**src/rtl/pipe_stage_buf.sv**
```systemverilog
// Generic pipeline stage register: one PC/instruction pair per entry, valid/ready
// handshake with a 2-entry skid buffer, flush-to-bubble and saturating debug counters.
module pipe_stage_buf #(
  parameter int ADDR_W = 32,
  parameter int DATA_W = 32,
  parameter int CNT_W  = 16
) (
  input  logic              clock,
  input  logic              reset,
  input  logic              flush,
  input  logic              in_valid,
  output logic              in_ready,
  input  logic [ADDR_W-1:0] in_pc,
  input  logic [DATA_W-1:0] in_instr,
  output logic              out_valid,
  input  logic              out_ready,
  output logic [ADDR_W-1:0] out_pc,
  output logic [DATA_W-1:0] out_instr,
  output logic [1:0]        occupancy,
  output logic [CNT_W-1:0]  stall_cnt,
  output logic [CNT_W-1:0]  flush_cnt
);

  typedef enum logic [1:0] {
    EMPTY = 2'd0,
    ONE   = 2'd1,
    FULL  = 2'd2
  } state_t;

  state_t              state_p1, state_nxt;
  logic [ADDR_W-1:0]   head_pc_p1, head_pc_nxt;
  logic [DATA_W-1:0]   head_instr_p1, head_instr_nxt;
  logic [ADDR_W-1:0]   skid_pc_p1, skid_pc_nxt;
  logic [DATA_W-1:0]   skid_instr_p1, skid_instr_nxt;
  logic [CNT_W-1:0]    stall_cnt_p1, flush_cnt_p1;
  logic                in_fire, out_fire;

  function automatic logic [CNT_W-1:0] sat_inc(input logic [CNT_W-1:0] v);
    return (&v) ? v : v + CNT_W'(1);
  endfunction

  // Handshake decodes depend on state only, so in_ready has no path from out_ready.
  assign in_ready  = (state_p1 != FULL);
  assign out_valid = (state_p1 != EMPTY);
  assign in_fire   = in_valid & in_ready;
  assign out_fire  = out_valid & out_ready;
  assign occupancy = 2'(state_p1);
  assign out_pc    = head_pc_p1;
  assign out_instr = head_instr_p1;
  assign stall_cnt = stall_cnt_p1;
  assign flush_cnt = flush_cnt_p1;

  always_comb begin
    state_nxt      = state_p1;
    head_pc_nxt    = head_pc_p1;
    head_instr_nxt = head_instr_p1;
    skid_pc_nxt    = skid_pc_p1;
    skid_instr_nxt = skid_instr_p1;
    if (flush) begin
      state_nxt      = EMPTY;
      head_pc_nxt    = '0;
      head_instr_nxt = '0;
      skid_pc_nxt    = '0;
      skid_instr_nxt = '0;
    end else begin
      case (state_p1)
        EMPTY: begin
          if (in_fire) begin
            state_nxt      = ONE;
            head_pc_nxt    = in_pc;
            head_instr_nxt = in_instr;
          end
        end
        ONE: begin
          if (in_fire && out_fire) begin
            head_pc_nxt    = in_pc;
            head_instr_nxt = in_instr;
          end else if (in_fire) begin
            state_nxt      = FULL;
            skid_pc_nxt    = in_pc;
            skid_instr_nxt = in_instr;
          end else if (out_fire) begin
            // Zero the head so an empty stage presents a NOP bubble.
            state_nxt      = EMPTY;
            head_pc_nxt    = '0;
            head_instr_nxt = '0;
          end
        end
        FULL: begin
          if (out_fire) begin
            state_nxt      = ONE;
            head_pc_nxt    = skid_pc_p1;
            head_instr_nxt = skid_instr_p1;
            skid_pc_nxt    = '0;
            skid_instr_nxt = '0;
          end
        end
        default: begin
          state_nxt = EMPTY;
        end
      endcase
    end
  end

  // Stage register boundary: entries and counters update together.
  always_ff @(posedge clock) begin
    if (reset) begin
      state_p1      <= EMPTY;
      head_pc_p1    <= '0;
      head_instr_p1 <= '0;
      skid_pc_p1    <= '0;
      skid_instr_p1 <= '0;
      stall_cnt_p1  <= '0;
      flush_cnt_p1  <= '0;
    end else begin
      state_p1      <= state_nxt;
      head_pc_p1    <= head_pc_nxt;
      head_instr_p1 <= head_instr_nxt;
      skid_pc_p1    <= skid_pc_nxt;
      skid_instr_p1 <= skid_instr_nxt;
      if (out_valid && !out_ready) stall_cnt_p1 <= sat_inc(stall_cnt_p1);
      if (flush)                   flush_cnt_p1 <= sat_inc(flush_cnt_p1);
    end
  end

endmodule

```
**config.mk**
```make
export PLATFORM = sky130hd
export DESIGN_NAME = pipe_stage_buf
export DESIGN_NICKNAME = d
export VERILOG_FILES = /design/src/rtl/pipe_stage_buf.sv
export SDC_FILE = /design/constraint.sdc
export NUM_CORES = 1
export LEC_CHECK = 0
export CAP_MARGIN = 20
export CORE_MARGIN = 4
export CORE_UTILIZATION = 71
export CTS_BUF_LIST = sky130_fd_sc_hd__clkbuf_4
export DETAILED_ROUTE_END_ITERATION = 16
export DONT_BUFFER_PORTS = 1
export GPL_TIMING_DRIVEN = 0
export MAX_ROUTING_LAYER = met4
export PLACE_DENSITY_LB_ADDON = 0.15
export SLEW_MARGIN = 20
export SYNTH_ARGS = -nofsm -noshare
export SYNTH_HDL_FRONTEND = slang
export SYNTH_SLANG_ARGS = --single-unit
```
**constraint.sdc**
```tcl
create_clock -name clock -period 3.85 [get_ports clock]
set_clock_uncertainty 0.2 [all_clocks]
set_input_delay 0.5775 -clock clock [delete_from_list [all_inputs] [get_ports clock]]
set_output_delay 0.5775 -clock clock [all_outputs]
set_load 0.005 [all_outputs]
```
After elaboration in Yosys (flattened, before gate mapping)
Cells that the tools add are included.
W data, S select, Z words.
- add/sub/neg operators: 2
- eq/ne operators: 10
- mux-type cells: 20
- bitwise logic cells: 4
- reduce and logical (&&, ||, !) cells: 15
- operators by type and width (kind ; count):
    $mux W32 ; 10
    $pmux W32 S3 ; 2
    $pmux W32 S2 ; 2
    $add A16 B1 Y16 const B ; 2
    $reduce_and A16 Y1 ; 2
    $mux W2 ; 5
    $ne A2 B2 Y1 const B ; 5
    $ne A3 B3 Y1 const B ; 3
    $reduce_and A4 Y1 ; 2
    $pmux W2 S3 ; 1
    $reduce_and A5 Y1 ; 1
    $reduce_and A2 Y1 ; 2
    $reduce_bool A2 Y1 ; 2
    $reduce_bool A3 Y1 ; 1
    $and A1 B1 Y1 ; 2
    $eq A2 B1 Y1 const B ; 1
    $eq A2 B2 Y1 const B ; 1
    $logic_and A1 B1 Y1 ; 2
    $logic_not A2 Y1 ; 1
    $not A1 Y1 ; 2
    $reduce_or A2 Y1 ; 1
    $logic_not A1 Y1 ; 1
- register bits: 162
- output and inout bits: 100
- word-level logic and storage cells: 58

Logic depth before layout (Yosys ltp)
- depth in word-level cells: 6
- gate-level depth with buffers: 8
- depth with buffers taken out: 6

Worst setup path before layout
Ideal clock, no wire load.
- path type: reg-to-reg
- start point: register state_p1[0] (netlist: occupancy[0])
- end point: register stall_cnt_p1[15] (netlist: stall_cnt[15])
- setup time: 0.121 ns
- data arrival time: 2.206 ns
- data required time: 3.529 ns
- slack: 1.323 ns
- stages on the path, launching flop included: 8
- path buffers: 1
- cell sequence: dfxtp_1 > inv_1 > ha_1 > or2_1 > or4_1 > buf_2 > nor4_1 > mux2_2
- word-level cells in the longest chain between the ends: 3
- ends and longest elaborated chain (element ; RTL line ; source):
    from (decl) ; 30 ; state_t state_p1, state_nxt;
    from (signal assigned) ; 116 ; state_p1 <= state_nxt;
    $reduce_bool A2 Y1 ; 44 ; assign out_valid = (state_p1 != EMPTY);
    $logic_and A1 B1 Y1 ; 121 ; if (out_valid && !out_ready) stall_cnt_p1 <= sat_inc(stall_cnt_p1);
    $reduce_and A2 Y1 (no line) ; n/a ;
    to (signal assigned) ; 121 ;
    to (decl) ; 35 ; logic [CNT_W-1:0] stall_cnt_p1, flush_cnt_p1;
No other way between the ends.
A chain may end at the register's enable or synchronous reset.

Final worst setup path
- start point: register state_p1[0] (netlist: occupancy[0])
- end point: register head_instr_p1[11] (netlist: out_instr[11])
- word-level cells in the longest chain between the ends: 5
- elaborated cells between the ends (all ways): 16
- classes of those cells: eq/ne (7); mux (2); bitwise (2); reduce/logical (5)
- ends and longest elaborated chain (element ; RTL line ; source):
    $ne A2 B2 Y1 or $reduce_bool A2 Y1 (tied branches) ; 43, 44 ;
    $and A1 B1 Y1, on equally long branches ; 45, 46 ;
    $logic_and A1 B1 Y1 ; 75 ; if (in_fire && out_fire) begin
    $ne A3 B3 Y1 (no line) or $mux W32 (tied branches) ; n/a ;
    $reduce_and A5 Y1 (no line) or $pmux W32 S3 (tied branches) ; n/a ;
    to (signal assigned) ; 118 ; head_instr_p1 <= head_instr_nxt;
    to (decl) ; 32 ; logic [DATA_W-1:0] head_instr_p1, head_instr_nxt;
Parallel ways exist; a longest one is shown, timed or not.

==> results.py <==
metrics = {
    "logic_synthesis": {
        "yosysWarnings": 0,
        "synth_top_area_share_pct": 44.0,
        "synth-async-reset-ratio_pct": 0,
        "synth_area_um2": 7370,
        "ys.flop_type": "dfxtp_1",
        "yosys.cell_types.count": 40,
        "syn_nets": 891,
        "post_synth.cell_area_avg_um2": 9.04,
        "synthTopCellsByCount": "dfxtp_1, a21oi_1, nand2_1",
        "ys_ff_latch": 162,
        "yosysSeqAreaShare_pct": 44.0,
        "syn-instance-count": 815,
        "ys_top_cells_by_area": "dfxtp_1, mux2i_1, o31ai_1, nand3b_1, a22oi_1",
        "synth.most_common_cell": "dfxtp_1",
        "synth_edf_count": 0,
        "synth_top_area_cell": "dfxtp_1",
    },
    "critical_path": {
        "cp_max_fo": 10,
        "crit_required_ns": 4.18,
        "crit_path_end_kind": "flop",
        "worstPathArrival_ns": 3.38,
        "critPathLaunchType": "flop",
        "path_class": "reg -> reg",
    },
    "route": {
        "wl_um": 23500,
        "wl_per_cell_um": 22.5,
        "num_vias": 7329,
        "viasPerCell": 6.99,
        "drcViolationCount": 0,
        "postRouteAntennaNets": 0,
        "first_pass_iters": 6,
        "first_iter_violations": 937,
    },
    "timing": {
        "setup_tns_ns": 0,
        "fmax_mhz": 327,
        "drv_slew": 0,
        "period_needed_ns": 3.06,
        "tightestPinTransition_ns": 0.916,
        "setup_viol": 0,
        "hold_viol_final": 0,
        "finalCritPeriodShare_pct": 79.5,
        "rsz0062_at_grt": "no",
        "slew_headroom_pct": 38.2,
    },
    "clock_tree": {
        "ctsLongestPathBuffers": 2,
        "root_buffer": "clkbuf_4",
        "cts.reportedPaths.clkPinSlew_ns": 0.13,
        "clock_latency_ns": 0.59,
        "h-tree-depth": 4,
        "numCtsBuffers": 17,
        "cts_tree": "yes",
        "cts_resized": 0,
        "cts.sinks": 162,
    },
    "power_and_ir_drop": {
        "p_leak_nw": 3.49,
        "peakVddDrop_v": 0.000379,
        "p_total_w": 0.00337,
        "power_density_nw_per_um2": 394,
    },
    "die": {
        "start_util_pct": 74.0,
        "die_area_um2": 12100,
        "core_area_um2": 9950,
        "placementRows": 36,
        "die_h_um": 110,
        "pin_count": 169,
        "fp.dieW_um": 110,
    },
    "grt": {
        "grt_pass1_vias": 7286,
        "grt_pass1_wl_um": 35800,
        "track_usage_pct": 39.3,
        "overflow": 0,
        "grt_max_degree": 17,
        "antenna_found_initial": 0,
    },
    "cells_and_area": {
        "diodes": 0,
        "drive_above_1_share_pct": 5.25,
        "fin_nets": 978,
        "syn_to_final_growth_pct": 15.9,
    },
    "flow_run": {
        "maxCapViolCount": 0,
    },
    "outcome": {
        "run_status": "complete, no violations",
    },
    "place": {
        "place.gp.congestion": 0.929,
        "io_buffers": 0,
        "dp_hpwl_um": 14000,
    },
    "min_path": {
        "holdCritPathClass": "in -> reg",
    },
}
## worst paths after layout
path	cells after the start	slack [ns]	end	startpoint
max	7	0.79	out_instr[11]	occupancy[0]
max reg2reg	7	0.79	out_instr[11]	occupancy[0]
min reg2reg	2	0.28	skid_instr_p1[6]	skid_instr_p1[6]
min	2	0.03	out_instr[10]	in_instr[10]
## worst max-delay path, cell delays in order, from the launching register on
cell	delay [ns]
dfxtp_1	0.45
inv_1	0.13
ha_1	0.29
nand2b_1	0.25
o31ai_2	0.80
clkbuf_1	0.48
a22oi_1	0.20
a21oi_1	0.20
## placed cells by master, fill, tap and decap left out, types with 4 or more instances in the layout
| master | Yosys | routed |
|---|---|---|
| clkinv_1 | 0 | 4 |
| and4_1 | 4 | 4 |
| inv_1 | 10 | 10 |
| nor2_1 | 19 | 19 |
| nand3_1 | 8 | 8 |
| nor2b_1 | 6 | 6 |
| clkbuf_4 | 0 | 18 |
| o31ai_1 | 73 | 73 |
| nand2b_1 | 4 | 4 |
| nand4_1 | 8 | 8 |
| clkbuf_1 | 61 | 61 |
| nand2_1 | 79 | 79 |
| or3_1 | 12 | 12 |
| ha_1 | 7 | 7 |
| dlygate4sd3_1 | 0 | 68 |
| nor3_1 | 5 | 5 |
| dfxtp_1 | 162 | 162 |
| o21ai_0 | 12 | 12 |
| a21oi_1 | 87 | 87 |
| nor4_1 | 5 | 5 |
| bufinv_16 | 0 | 5 |
| mux2_2 | 5 | 5 |
| buf_1 | 7 | 7 |
| buf_2 | 10 | 10 |
| nand3b_1 | 65 | 65 |
| clkinv_2 | 0 | 4 |
| or4_1 | 10 | 10 |
| a22oi_1 | 64 | 64 |
| mux2i_1 | 66 | 66 |
## logic make-up after synthesis
logic type | Yosys count | share of synthesized area [%]
AOI/OAI and AO/OA | 246 | 21.9
and+or+nand+nor | 237 | 18.1
DFF | 162 | 44.0
buffers and inverters | 88 | 4.65
muxes | 71 | 9.73
adders and majority gates | 7 | 1.19
xor gates and xnor gates | 4 | 0.475
## metal layers
metal | vias up | track usage [%] | share of wire [%]
met5 | - | - | 0
met4 | 0 | 19.7 | 4.6
met3 | 119 | 13.3 | 11
met2 | 522 | 63.2 | 49
met1 | 3484 | 43.3 | 35
li1 | 3204 | - | -
## timing repair
action / CTS / global route
hold endpoints to repair: 112 / 3
hold buffers: 65 / 3
buffers inserted: 0 / 0
## flip-flops by register name (all words and copies together) (netlist names)
signal         count
out_instr         32
occupancy          2
stall_cnt         16
skid_instr_p1     32
out_pc            32
skid_pc_p1        32
flush_cnt         16
## power by group
group	switching, W	total [W]	internal [W]
logic	0.000256	0.000415	0.000159
clock network	0.000598	0.00117	0.000574
registers	0.0000506	0.00178	0.00173
## final cells by class
type	count	area [µm²]
fillers	531	1410
clock inverters	14	193
flip-flops and latches	162	3240
well taps	133	166
multi-input cells	565	3780
inverters	10	37.5
clock buffers	18	135
repair buffers	68	681
plain buffers	78	305
## through the flow
step | util, % | setup WS, ns | instance area, µm² | instances | hold slack (ns)
floorplan | - | 1.32 | 7370 | 815 | 0.238
global placement | 75.7 | 1.03 | 7540 | 948 | 0.245
detailed placement | 75.7 | 0.961 | 7540 | 948 | 0.255
CTS | 85.5 | 0.918 | 8510 | 1045 | 0.00151
global route | 85.8 | 0.635 | 8540 | 1048 | 0.00110
finish | 85.8 | 0.791 | 8540 | 1048 | 0.0316
No activity file was read; power rests on OpenSTA's default activity.
